--- config.mk ---
export PLATFORM = sky130hd
export DESIGN_NAME = gps_signal_gen
export DESIGN_NICKNAME = d
export VERILOG_FILES = /design/src/rtl/gps_signal_gen_pkg.sv /design/src/rtl/gps_signal_gen_ca_generator.sv /design/src/rtl/gps_signal_gen.sv
export SDC_FILE = /design/constraint.sdc
export NUM_CORES = 1
export LEC_CHECK = 0
export CAP_MARGIN = 20
export CORE_AREA = 2 2 129 131
export CTS_CLUSTER_DIAMETER = 30
export DETAILED_ROUTE_END_ITERATION = 10
export DIE_AREA = 0 0 131 133
export PLACE_DENSITY = 0.75
export SYNTH_ARGS = -nofsm -noshare
export SYNTH_HDL_FRONTEND = slang
export SYNTH_SLANG_ARGS = --single-unit
--- constraint.sdc ---
create_clock -name i_clk -period 4.9 [get_ports i_clk]
set_input_delay 1.47 -clock i_clk [delete_from_list [all_inputs] [get_ports i_clk]]
set_output_delay 1.47 -clock i_clk [all_outputs]
set_load 0.01 [all_outputs]
--- src/rtl/gps_signal_gen_pkg.sv ---
// Shared constants and the G2 tap-pair table for the GPS L1 C/A signal generator.
package gps_signal_gen_pkg;

  localparam int CA_LENGTH      = 1023;
  localparam int EPOCHS_PER_BIT = 20;

  // G2 register stages (1-based) XORed to form the PRN-specific G2 output
  typedef struct packed {
    logic [3:0] s1;
    logic [3:0] s2;
  } tap_pair_t;

  function automatic tap_pair_t g2_taps(input logic [4:0] prn);
    tap_pair_t t;
    case (prn)
      5'd0:    t = '{4'd2, 4'd6};
      5'd1:    t = '{4'd3, 4'd7};
      5'd2:    t = '{4'd4, 4'd8};
      5'd3:    t = '{4'd5, 4'd9};
      5'd4:    t = '{4'd1, 4'd9};
      5'd5:    t = '{4'd2, 4'd10};
      5'd6:    t = '{4'd1, 4'd8};
      5'd7:    t = '{4'd2, 4'd9};
      5'd8:    t = '{4'd3, 4'd10};
      5'd9:    t = '{4'd2, 4'd3};
      5'd10:   t = '{4'd3, 4'd4};
      5'd11:   t = '{4'd5, 4'd6};
      5'd12:   t = '{4'd6, 4'd7};
      5'd13:   t = '{4'd7, 4'd8};
      5'd14:   t = '{4'd8, 4'd9};
      5'd15:   t = '{4'd9, 4'd10};
      5'd16:   t = '{4'd1, 4'd4};
      5'd17:   t = '{4'd2, 4'd5};
      5'd18:   t = '{4'd3, 4'd6};
      5'd19:   t = '{4'd4, 4'd7};
      5'd20:   t = '{4'd5, 4'd8};
      5'd21:   t = '{4'd6, 4'd9};
      5'd22:   t = '{4'd1, 4'd3};
      5'd23:   t = '{4'd4, 4'd6};
      5'd24:   t = '{4'd5, 4'd7};
      5'd25:   t = '{4'd6, 4'd8};
      5'd26:   t = '{4'd7, 4'd9};
      5'd27:   t = '{4'd8, 4'd10};
      5'd28:   t = '{4'd1, 4'd6};
      5'd29:   t = '{4'd2, 4'd7};
      5'd30:   t = '{4'd3, 4'd8};
      5'd31:   t = '{4'd4, 4'd9};
      default: t = '{4'd2, 4'd6};
    endcase
    return t;
  endfunction

endpackage

--- src/rtl/gps_signal_gen_ca_generator.sv ---
// C/A code generator: G1/G2 LFSRs with PRN tap select and chip index, reusable on the receive side.
module ca_generator
  import gps_signal_gen_pkg::*;
(
  input  logic       i_clk,
  input  logic       i_rst_n,
  input  logic       i_step,
  input  logic       i_reload,
  input  logic [4:0] i_prn,
  output logic       o_chip,
  output logic [9:0] o_index,
  output logic       o_wrap
);

  logic [9:0]  r_g1;
  logic [9:0]  r_g2;
  logic [9:0]  r_index;
  logic        w_last;
  tap_pair_t   w_taps;
  logic [15:0] w_g2_ext;
  logic [3:0]  w_sel1;
  logic [3:0]  w_sel2;

  assign w_last   = (r_index == 10'(CA_LENGTH - 1));
  assign w_taps   = g2_taps(i_prn);
  assign w_g2_ext = {6'd0, r_g2};
  assign w_sel1   = w_taps.s1 - 4'd1;
  assign w_sel2   = w_taps.s2 - 4'd1;
  assign o_chip   = r_g1[9] ^ w_g2_ext[w_sel1] ^ w_g2_ext[w_sel2];
  assign o_index  = r_index;
  assign o_wrap   = i_step && w_last;

  // Bit n holds stage n+1; a period wrap reloads all-ones so each period restarts exactly
  always_ff @(posedge i_clk or negedge i_rst_n) begin
    if (!i_rst_n) begin
      r_g1    <= 10'h3FF;
      r_g2    <= 10'h3FF;
      r_index <= 10'd0;
    end else if (i_reload || (i_step && w_last)) begin
      r_g1    <= 10'h3FF;
      r_g2    <= 10'h3FF;
      r_index <= 10'd0;
    end else if (i_step) begin
      r_g1    <= {r_g1[8:0], r_g1[2] ^ r_g1[9]};
      r_g2    <= {r_g2[8:0], r_g2[1] ^ r_g2[2] ^ r_g2[5] ^ r_g2[7] ^ r_g2[8] ^ r_g2[9]};
      r_index <= r_index + 10'd1;
    end
  end

endmodule

--- src/rtl/gps_signal_gen.sv ---
// Synthetic GPS L1 C/A baseband source: BPSK of C/A chip, 50 bps nav bit and quadrant carrier sign.
module gps_signal_gen
  import gps_signal_gen_pkg::*;
#(
  parameter int SAMPLE_DIV = 4,
  parameter int OUT_WIDTH  = 3,
  parameter int AMPLITUDE  = 3
) (
  input  logic                 i_clk,
  input  logic                 i_rst_n,
  input  logic                 i_enable,
  input  logic                 i_start,
  input  logic [4:0]           i_prn,
  input  logic [31:0]          i_code_rate,
  input  logic [31:0]          i_carrier_rate,
  input  logic                 i_nav_bit,
  output logic                 o_nav_taken,
  output logic                 o_data_available,
  output logic [OUT_WIDTH-1:0] o_data,
  output logic                 o_ca_bit,
  output logic [9:0]           o_ca_code_shift,
  output logic                 o_epoch
);

  localparam int                   TIMER_W    = $clog2(SAMPLE_DIV);
  localparam logic [TIMER_W-1:0]   TIMER_LAST = TIMER_W'(SAMPLE_DIV - 1);
  localparam logic [OUT_WIDTH-1:0] POS_SAMPLE = OUT_WIDTH'(AMPLITUDE);
  localparam logic [OUT_WIDTH-1:0] NEG_SAMPLE = OUT_WIDTH'(-AMPLITUDE);

  logic [TIMER_W-1:0]   r_timer;
  logic [31:0]          r_code_phase;
  logic [31:0]          r_carr_phase;
  logic [4:0]           r_epoch_cnt;
  logic [4:0]           r_prn;
  logic                 r_nav;
  logic                 r_data_available;
  logic [OUT_WIDTH-1:0] r_data;
  logic                 r_epoch;
  logic                 r_nav_taken;

  logic        w_tick;
  logic [32:0] w_code_sum;
  logic        w_chip;
  logic [9:0]  w_index;
  logic        w_wrap;
  logic        w_nav_bound;
  logic        w_neg;

  // start wins over a tick landing in the same cycle
  assign w_tick      = i_enable && !i_start && (r_timer == TIMER_LAST);
  assign w_code_sum  = {1'b0, r_code_phase} + {1'b0, i_code_rate};
  assign w_nav_bound = w_wrap && (r_epoch_cnt == 5'(EPOCHS_PER_BIT - 1));
  assign w_neg       = w_chip ^ r_nav ^ (r_carr_phase[31] ^ r_carr_phase[30]);

  ca_generator u_ca (
    .i_clk    (i_clk),
    .i_rst_n  (i_rst_n),
    .i_step   (w_tick && w_code_sum[32]),
    .i_reload (i_start),
    .i_prn    (r_prn),
    .o_chip   (w_chip),
    .o_index  (w_index),
    .o_wrap   (w_wrap)
  );

  // Sample timer, NCO phases, epoch counter and navigation bit register
  always_ff @(posedge i_clk or negedge i_rst_n) begin
    if (!i_rst_n) begin
      r_timer      <= '0;
      r_code_phase <= 32'd0;
      r_carr_phase <= 32'd0;
      r_epoch_cnt  <= 5'd0;
      r_prn        <= 5'd0;
      r_nav        <= 1'b0;
    end else if (i_start) begin
      r_timer      <= '0;
      r_code_phase <= 32'd0;
      r_carr_phase <= 32'd0;
      r_epoch_cnt  <= 5'd0;
      r_prn        <= i_prn;
      r_nav        <= i_nav_bit;
    end else if (w_tick) begin
      r_timer      <= '0;
      r_code_phase <= w_code_sum[31:0];
      r_carr_phase <= r_carr_phase + i_carrier_rate;
      if (w_nav_bound) begin
        r_epoch_cnt <= 5'd0;
        r_nav       <= i_nav_bit;
      end else if (w_wrap) begin
        r_epoch_cnt <= r_epoch_cnt + 5'd1;
      end
    end else if (i_enable) begin
      r_timer <= r_timer + TIMER_W'(1);
    end
  end

  // Output register: sample uses pre-advance state, strobes last one cycle
  always_ff @(posedge i_clk or negedge i_rst_n) begin
    if (!i_rst_n) begin
      r_data_available <= 1'b0;
      r_data           <= '0;
      r_epoch          <= 1'b0;
      r_nav_taken      <= 1'b0;
    end else begin
      r_data_available <= w_tick;
      r_data           <= w_tick ? (w_neg ? NEG_SAMPLE : POS_SAMPLE) : '0;
      r_epoch          <= w_wrap;
      r_nav_taken      <= i_start || w_nav_bound;
    end
  end

  assign o_data_available = r_data_available;
  assign o_data           = r_data;
  assign o_epoch          = r_epoch;
  assign o_nav_taken      = r_nav_taken;
  assign o_ca_bit         = w_chip;
  assign o_ca_code_shift  = w_index;

endmodule

==> results of run 1 <==
-- what timing repair did --
| action | 4_1_cts | 5_1_grt |
|---|---|---|
| gates resized for setup | 4 | 8 |
| buffers inserted | 1 | 2 |
| pin swaps | 0 | 2 |
| endpoints found under the setup margin | 1 | 1 |
-- sequential cells by signal, indices dropped and copies added, names as in the netlist, 3 cells and up --
name and count:
r_epoch_cnt 5, r_code_phase 32, r_carr_phase 32, r_prn 5, u_ca.o_index 10, u_ca.r_g2 10
u_ca.r_g1 10, o_data 3
-- where the power goes --
part | internal (mW) | switching [mW]
registers | 0.939 | 0.0144
clock network | 0.359 | 0.370
logic | 0.258 | 0.271
total | 1.56 | 0.656
-- routing by layer --
metal | track usage | vias up | routed length [um]
li1 | - | 3809 | -
met1 | 0.3271 | 3631 | 9597
met2 | 0.4076 | 142 | 9957
met3 | 0.02952 | 21 | 761
met4 | 0.06087 | 0 | 259
met5 | 0 | - | 0
-- per-stage QoR --
| stage | area (um^2) | TNS (ns) |
|---|---|---|
| CTS | 10140 | 0 |
| global route | 10190 | 0 |
| global placement | 9834 | 0 |
| floorplan | 8671 | 0 |
| detailed placement | 9834 | -0.1060 |
| finish | 10190 | 0 |
-- worst register-to-register path, delay by kind of cell (launching register included) --
kind | cells | cell delay, ns
compound gates | 6 | 1.41
buf+inv | 1 | 0.05
simple gates | 3 | 0.97
fa+ha+maj | 2 | 0.53
flops | 1 | 0.36
-- how the worst min path moves through the flow --
stage / startpoint / to / depth (start not counted)
6_report: u_ca.r_g1[6] / u_ca.r_g1[7] / 1
4_1_cts: u_ca.r_g1[8] / u_ca.r_g1[9] / 2
5_1_grt: u_ca.r_g1[6] / u_ca.r_g1[7] / 1
3_3_place_gp: u_ca.r_g1[8] / u_ca.r_g1[9] / 2
3_5_place_dp: u_ca.r_g1[6] / u_ca.r_g1[7] / 1
2_1_floorplan: r_code_phase[22] / r_code_phase[22] / 2
-- cell type report --
cell class              count  area [um^2]
well taps                 220        275.3
fillers                  1429         5982
repair buffers            119         1119
inverters                  36        137.6
clock inverters             6        60.06
clock buffers              10        229.0
flip-flops and latches    112         2830
multi-input cells         796         5539
-- layout by cell type (no fill, tap or decap), drive strengths merged, types with 20 or more instances in the layout --
| master | netlist | layout |
|---|---|---|
| xnor2 | 33 | 33 |
| o21ai | 53 | 53 |
| clkdlybuf4s50 | 0 | 87 |
| dfrtp | 92 | 92 |
| inv | 35 | 39 |
| buf | 17 | 31 |
| a21o | 50 | 50 |
| a21oi | 91 | 91 |
| nor2 | 49 | 49 |
| xor2 | 21 | 21 |
| nand2 | 125 | 125 |
| nand3 | 36 | 36 |
| dfstp | 20 | 20 |
| ha | 75 | 75 |
-- kinds of logic after synthesis --
| logic type | after synthesis |
|---|---|
| compound gates | 328 |
| fa+ha+maj | 77 |
| mux | 20 |
| simple gates | 316 |
| buf+inv | 82 |
| flops | 112 |
| xor+xnor | 55 |
==> flow_summary.toml, run 1 <==
[synthesis]
synth_mux_area_frac = 0.03045
yosysUniqueCellTypes = 81
synth_nets = 1141
synth_top_family_by_area = "compound AO/OA/AOI/OAI gates"
synth_compound_area_frac = 0.2567
synth_area_leaders = "dfrtp_1, ha_1, dfstp_2, nand2_1, a21oi_1"
yosys_warnings = 0
ys.flop_type = "dfrtp_1"
ys_seq_elements = 112
synth-simple-area-share = 0.1753
synth_top_area_share = 0.2655
yosys.area_share.adder = 0.1128
synth-edff-count = 0
netlist_area_um2 = 8671
ys_seq_area_frac = 0.3261
syn_avg_cell_area_um2 = 8.758
yosysMostFrequentCell = "nand2_1"
synth_cells = 990
synth_top_cells_by_count = "nand2_1, dfrtp_1, a21oi_1"
synth_xor_area_frac = 0.05801
async_reset_ff_frac = 1.000
yosysTopAreaCell = "dfrtp_1"

[critical_path]
reg2reg_to = "u_ca.r_g1[3]"
r2r_slack_ns = 1.53
end_kind = "output port"
critPathLaunchType = "flop"
setup.worst_path.end = "o_ca_bit"
crit_cells = 11
crit_top_cell = "buf_4"
r2r_cells = 12
slowest_stage = "mux4_1"
critPathTopFamily = "compound AO/OA/AOI/OAI gates"
critPathKind = "flop to output port"
setup.worst_path.start = "r_prn[0]"
r2r_start = "r_code_phase[0]"
arrival_ns = 3.25
worst_ep_required_time_ns = 3.43
cpPeakStageDelay_ns = 0.53
worstPathCellList = "buf_4 > and2_1 > a221o_1 > a221oi_4 > buf_4 > mux4_1 > and3_1 > o21ai_1 > o21ai_2 > xnor3_1 > clkbuf_2"
critPathBufInv = 3
cp_max_fo = 5

[cts]
clockRootBuffer = "clkbuf_16"
htree_levels = 3
cts_hold_buf = 0
clk_pin_slew_ns = 0.08
cts_buffer_depth = 2
cts_sinks = 112
cts_made_buffers = 9
cts_tree = "done"
clock_latency_ns = 0.36

[grt]
grt_pass1_vias = 7309
overflow = 0
antenna_found_initial = 0
track_usage = 0.2411
grt_pass1_wl_mm = 34.28
grt_max_degree = 80

[power_and_ir_drop]
p_per_area_nw_per_um2 = 217.0
ir_drop_mv = 0.1787
power.total_mw = 2.211
leakage_nw = 4.671

[final_layout]
nets = 1225
antenna_cells = 0
drive_gt1_frac = 0.08990
fin_util = 0.6301
area_growth_pct = 17.52
instances_no_fill = 1299

[routing]
wl_mm = 20.58
dr.pass1.iters = 4
antenna_left = 0
first_iter_violations = 367
viasPerCell = 5.853
vias = 7603
drc = 0
wl_per_cell_um = 15.84

[sta]
timing.final.crit_share = 0.9628
drv_slew = 0
hold_slack_ns = 0.5129
setup_violations = 0
max_slew.worst_pin.slew_ns = 0.9795
min_period_ns = 4.718
timing.final.ws_setup_ns = 0.1824
fmax_ghz = 0.2120
skew_ns = 0.01249
hold_viol = 0
rsz0062_at_grt = "false"
slew_headroom = 0.3470

[floorplanning]
die-area_um2 = 17420
dieHeight_um = 133
die_width_um = 131
core_um2 = 16170
start_util = 0.5362
ioPinCount = 91
rows = 47

[job]
maxCapViolCount = 0

[outcome]
status = "complete, no violations"

[min_path]
hold_class = "flop to flop"

[placement]
port_buffers = 90
dpl.cell_count = 1280
dp_hpwl_mm = 14.65
pre_cts_ws_ns = -0.01306
gp_congestion = 0.8788
(Power assumes the default switching activity.)
==> run 2: changes to the inputs <==
--- a/config.mk
+++ b/config.mk
@@ -10,6 +10,7 @@
 export CTS_CLUSTER_DIAMETER = 30
 export DETAILED_ROUTE_END_ITERATION = 10
 export DIE_AREA = 0 0 131 133
+export GPL_TIMING_DRIVEN = 0
 export PLACE_DENSITY = 0.75
 export SYNTH_ARGS = -nofsm -noshare
 export SYNTH_HDL_FRONTEND = slang
==> constraint.sdc (replaced) <==
create_clock -name i_clk -period 5.8 [get_ports i_clk]
set_input_delay 1.74 -clock i_clk [delete_from_list [all_inputs] [get_ports i_clk]]
set_output_delay 1.74 -clock i_clk [all_outputs]
set_load 0.01 [all_outputs]
==> run 2 against run 1 <==
  * Total power down 13%
  * Die area did not move
  * Clock power shrank 8.8%
  * Highest routed layer unchanged
  * Critical path type unchanged
  * Design area increased by 0.87%
  * Final cell count rose by 1.7%
  * Clock skew down 0.00076 ns
  * Flip-flop and latch count did not move
  * Register-to-register slack improved by 0.66 ns
  * Hold slack improved by 0.00078 ns
  * Non-clock buffer count is 22 higher
  * Core utilization grew 0.55 points
==> flow_summary.toml, run 2 (synthesized netlist as in run 1, its figures left out) <==
[outcome]
status = "complete, no violations"

[grt]
antenna_found_initial = 0
overflow = 0
grt_pass1_vias = 7361
grt_pass1_wl_mm = 36.83
track_usage = 0.2663
grt_max_degree = 87

[cts]
clockRootBuffer = "clkbuf_16"
clk_pin_slew_ns = 0.08
cts_made_buffers = 9
cts_sinks = 112
cts_tree = "done"
clock_latency_ns = 0.37
cts_buffer_depth = 2
htree_levels = 3

[critical_path]
cp_max_fo = 9
r2r_start = "r_code_phase[0]"
end_kind = "output port"
setup.worst_path.start = "r_prn[1]"
worst_ep_required_time_ns = 4.06
arrival_ns = 3.91
cpPeakStageDelay_ns = 0.55
slowest_stage = "clkdlybuf4s50_1"
critPathLaunchType = "flop"
worstPathCellList = "buf_6 > clkinvlp_4 > ha_1 > a221o_1 > a221oi_4 > buf_4 > mux4_1 > and3_1 > o21ai_1 > o21ai_2 > xnor3_2 > clkdlybuf4s50_1"
critPathKind = "flop to output port"

[final_layout]
nFillCells = 1405
fin_util = 0.6356
drive_gt1_frac = 0.07720
layout_commonest_cell = "nand2_1"
area_growth_pct = 18.54
final_cell_mix = "nand2_1, dfrtp_1, a21oi_1"
nets = 1247
antenna_cells = 0
reg.largest.list = "r_carr_phase (32), r_code_phase (32)"

[floorplanning]
die-area_um2 = 17420
rows = 47
core_um2 = 16170
start_util = 0.5362
die_width_um = 131
dieHeight_um = 133
ioPinCount = 91

[sta]
slew_headroom = 0.4841
timing.final.ws_setup_ns = 0.1506
setup_violations = 0
min_period_ns = 5.649
tns_ns = 0
hold_viol = 0
timing.final.crit_share = 0.9740
drv_slew = 0
max_slew.worst_pin.slew_ns = 0.7739
fmax_ghz = 0.1770
skew_ns = 0.01173

[routing]
wl_per_cell_um = 17.01
drc = 0
vias = 7872
viasPerCell = 5.959
antenna_left = 0
dr.pass1.iters = 5
first_iter_violations = 631
wl_mm = 22.48

[power_and_ir_drop]
leakage_nw = 4.660
p_per_area_nw_per_um2 = 186.8
ir_drop_mv = 0.1506

[placement]
port_buffers = 89
pre_cts_ws_ns = 0.3261
dp_hpwl_mm = 16.24
gp_congestion = 0.9190

[job]
maxCapViolCount = 0

[min_path]
hold_class = "flop to flop"
min_from = "u_ca.r_g1[8]"
## run 2: changes by cell type in the layout (fill, tap and decap cells not counted), moves of 2 or more
cell,delta
buf_1,+5
buf_2,+5
buf_4,-22
buf_6,+4
clkbuf_1,+28
clkinvlp_4,+2
inv_4,-2
## run 2: final timing paths
path                                   end  slack [ns]  cells past startpoint
min in group asynchronous  r_code_phase[7]        1.24                      1
max in group asynchronous     u_ca.r_g2[9]        3.81                      2
setup / recovery                  o_ca_bit        0.15                     12
hold reg to reg               u_ca.r_g1[9]        0.51                      2
hold / removal                u_ca.r_g1[9]        0.51                      2
setup reg to reg              u_ca.r_g1[5]        2.19                     14
## run 2: where the power goes
part,leakage [nW],internal [mW],switching [mW]
Clock,0.146,0.343,0.322
Sequential,1.48,0.793,0.0108
Combinational,3.03,0.215,0.236
Total,4.66,1.35,0.569
## run 2: repair_timing
action                                  in CTS  in global routing
pin swaps                                    1                  1
resized for setup                            1                 14
hold buffers                                 0                  0
setup buffers                                1                  4
endpoints found under the setup margin       1                  1
endpoints found under the hold margin        0                  0
gates cloned                                 0                  0
## run 2: worst max-delay path, delay by kind of cell (launching register included)
family	cells	cell delay, ns
compound gates	4	0.91
xor+xnor	1	0.26
fa+ha+maj	1	0.21
buf+inv	4	1.06
flops	1	0.39
mux	1	0.52
simple gates	1	0.19
## run 2: metrics by stage
stage                     instances  hold WS [ns]  area (um^2)  total power [mW]
after floorplan                 990        0.4797         8671             1.090
after global routing           1321        0.5219        10280             2.004
after CTS                      1317        0.5162        10180             1.911
after detailed placement       1300        0.5054         9866             1.242
final                          1321        0.5137        10280             1.920
after global placement         1299        0.4968         9837             1.234
## run 2: area by class of cell
cell class | instances | area (um^2) | area share
plain buffers | 46 | 222.7 | 0.02167
flip-flops and latches | 112 | 2829 | 0.2752
multi-input cells | 796 | 5547 | 0.5396
inverters | 36 | 138.9 | 0.01351
repair buffers | 95 | 957.2 | 0.09312
clock inverters | 6 | 80.08 | 0.007791
clock buffers | 10 | 229.0 | 0.02228
well taps | 220 | 275.3 | 0.02678
## run 2: metal layers
layer,vias to the layer above,track usage,share of wire
met5,-,0,0
met4,0,0.07565,0.021
met3,36,0.03518,0.049
met2,236,0.4289,0.47
met1,3749,0.3752,0.46
li1,3851,-,-
==> run 3: changes to the inputs <==
--- a/config.mk
+++ b/config.mk
@@ -6,12 +6,15 @@
 export NUM_CORES = 1
 export LEC_CHECK = 0
 export CAP_MARGIN = 20
-export CORE_AREA = 2 2 129 131
+export CELL_PAD_IN_SITES_DETAIL_PLACEMENT = 1
+export CELL_PAD_IN_SITES_GLOBAL_PLACEMENT = 1
+export CORE_AREA = 8 8 144 146
 export CTS_CLUSTER_DIAMETER = 30
 export DETAILED_ROUTE_END_ITERATION = 10
-export DIE_AREA = 0 0 131 133
+export DIE_AREA = 0 0 152 154
+export GPL_ROUTABILITY_DRIVEN = 0
 export GPL_TIMING_DRIVEN = 0
-export PLACE_DENSITY = 0.75
+export PLACE_DENSITY = 0.84
 export SYNTH_ARGS = -nofsm -noshare
 export SYNTH_HDL_FRONTEND = slang
 export SYNTH_SLANG_ARGS = --single-unit
==> run 3 against run 2 <==
  * Non-clock buffer count stayed put
  * Final cell count is 1.1% higher
  * Highest routed layer unchanged
  * Total power rose by 0.72%
  * Largest cell class unchanged
  * Setup slack better by 0.25 ns
==> flow_summary.toml, run 3 (synthesized netlist as in run 1, its figures left out) <==
[outcome]
status = "complete, no violations"

[sta]
setup_violations = 0
min_period_ns = 5.397
slew_headroom = 0.4262
fmax_ghz = 0.1853
drv_slew = 0
timing.final.crit_share = 0.9306
hold_viol = 0
skew_ns = 0.01464
tns_ns = 0
max_slew.worst_pin.slew_ns = 0.8608
rsz0062_at_grt = "false"

[critical_path]
critPathLaunchType = "flop"
arrival_ns = 3.66
end_kind = "output port"
worst_ep_required_time_ns = 4.06
reg2reg_to = "u_ca.r_g2[6]"
r2r_start = "r_code_phase[0]"
setup.worst_path.start = "r_prn[1]"
critPathKind = "flop to output port"
r2r_cells = 14
cp_max_fo = 9
setup.worst_path.end = "o_ca_bit"
r2r_slack_ns = 2.08

[power_and_ir_drop]
leakage_nw = 4.670
p_per_area_nw_per_um2 = 188.0
ir_drop_mv = 0.1493

[placement]
placed_cell_area_um2 = 9883
port_buffers = 89
dp_hpwl_mm = 19.82

[final_layout]
final_cell_mix = "nand2_1, a21oi_1, dfrtp_1"
register_area_um2 = 2829
layout_commonest_cell = "nand2_1"
nFillCells = 2181
area_growth_pct = 18.64
nets = 1247
antenna_cells = 0
multi_input_area_um2 = 5535
drive_gt1_frac = 0.07902
design_area_um2 = 10290
reg.largest.list = "r_carr_phase (32), r_code_phase (32)"

[routing]
first_iter_violations = 401
wl_mm = 26.71
viasPerCell = 6.011
drc = 0
antenna_left = 0
vias = 8025
wl_per_cell_um = 20.00
dr.pass1.iters = 5

[grt]
overflow = 0
grt_pass1_vias = 8528
track_usage = 0.2253
grt_pass1_wl_mm = 43.34
grt_max_degree = 65
antenna_found_initial = 0

[cts]
clk_pin_slew_ns = 0.09
clock_latency_ns = 0.37
cts_buffer_depth = 2
clockRootBuffer = "clkbuf_16"
cts_made_buffers = 9
cts_tree = "done"
cts_sinks = 112
htree_levels = 3

[floorplanning]
rows = 50
die-area_um2 = 23410
start_util = 0.4698
ioPinCount = 91
core_um2 = 18460
die_width_um = 152
dieHeight_um = 154

[min_path]
hold_class = "flop to flop"

[job]
maxCapViolCount = 0
-- run 3: worst min-delay path by stage --
| stage | cells after the start | to | from |
|---|---|---|---|
| after CTS | 2 | u_ca.r_g1[9] | u_ca.r_g1[8] |
| after global routing | 1 | u_ca.r_g1[8] | u_ca.r_g1[7] |
| after floorplan | 2 | r_code_phase[22] | r_code_phase[22] |
| final | 2 | u_ca.r_g1[9] | u_ca.r_g1[8] |
| after detailed placement | 2 | u_ca.r_g1[9] | u_ca.r_g1[8] |
| after global placement | 2 | u_ca.r_g1[9] | u_ca.r_g1[8] |
-- run 3: per-layer routing --
layer,track usage,vias to the layer above,wire (um)
met5,0,-,0
met4,0.07187,0,462
met3,0.02635,32,691
met2,0.4031,127,13600
met1,0.2778,4010,11950
li1,-,3856,-
-- run 3: cell type report --
| class | instances | share of cell area |
|---|---|---|
| Multi-Input combinational cell | 796 | 0.5381 |
| Timing Repair Buffer | 95 | 0.09329 |
| Inverter | 36 | 0.01350 |
| Clock inverter | 6 | 0.006811 |
| Sequential cell | 112 | 0.2750 |
| Buffer | 46 | 0.02165 |
| Tap cell | 234 | 0.02846 |
| Clock buffer | 10 | 0.02323 |
-- run 3: repair_timing --
item                                    in CTS  in global routing
endpoints found under the setup margin       1                  1
hold endpoints to repair                     0                  0
buffers inserted                             4                  1
pin swaps                                    1                  1
hold buffers                                 0                  0
resized for setup                            8                  5
-- run 3: stage by stage --
stage	total power, mW	instances	setup WS (ns)	util	hold WS, ns
6_report	1.934	1335	0.4025	0.5574	0.5115
5_1_grt	2.008	1335	0.2148	0.5574	0.5278
4_1_cts	1.934	1334	0.05027	0.5557	0.5155
3_5_place_dp	1.257	1314	0.1980	0.5355	0.5054
3_3_place_gp	1.240	1313	-1.604	0.5340	0.4943
2_1_floorplan	1.090	990	1.189	-	0.4797
-- run 3: power by group --
| part | switching [mW] | leakage [nW] | total, mW | internal (mW) |
|---|---|---|---|---|
| clock | 0.346 | 0.151 | 0.665 | 0.319 |
| sequential | 0.0111 | 1.48 | 0.804 | 0.793 |
| combinational | 0.250 | 3.04 | 0.465 | 0.215 |
| total | 0.607 | 4.67 | 1.93 | 1.33 |
-- run 3: worst max-delay path: stages, from the launching register on --
cell and delay, ns:
dfrtp_1 0.38, buf_6 0.16, clkinvlp_4 0.17, ha_2 0.24, a211o_1 0.30, a31oi_2 0.24, nor2_2 0.10, inv_1 0.07
ha_1 0.18, xor2_2 0.21, mux4_2 0.32, a21oi_1 0.22, a31oi_2 0.08, xnor3_2 0.42, dlymetal6s2s_1 0.20
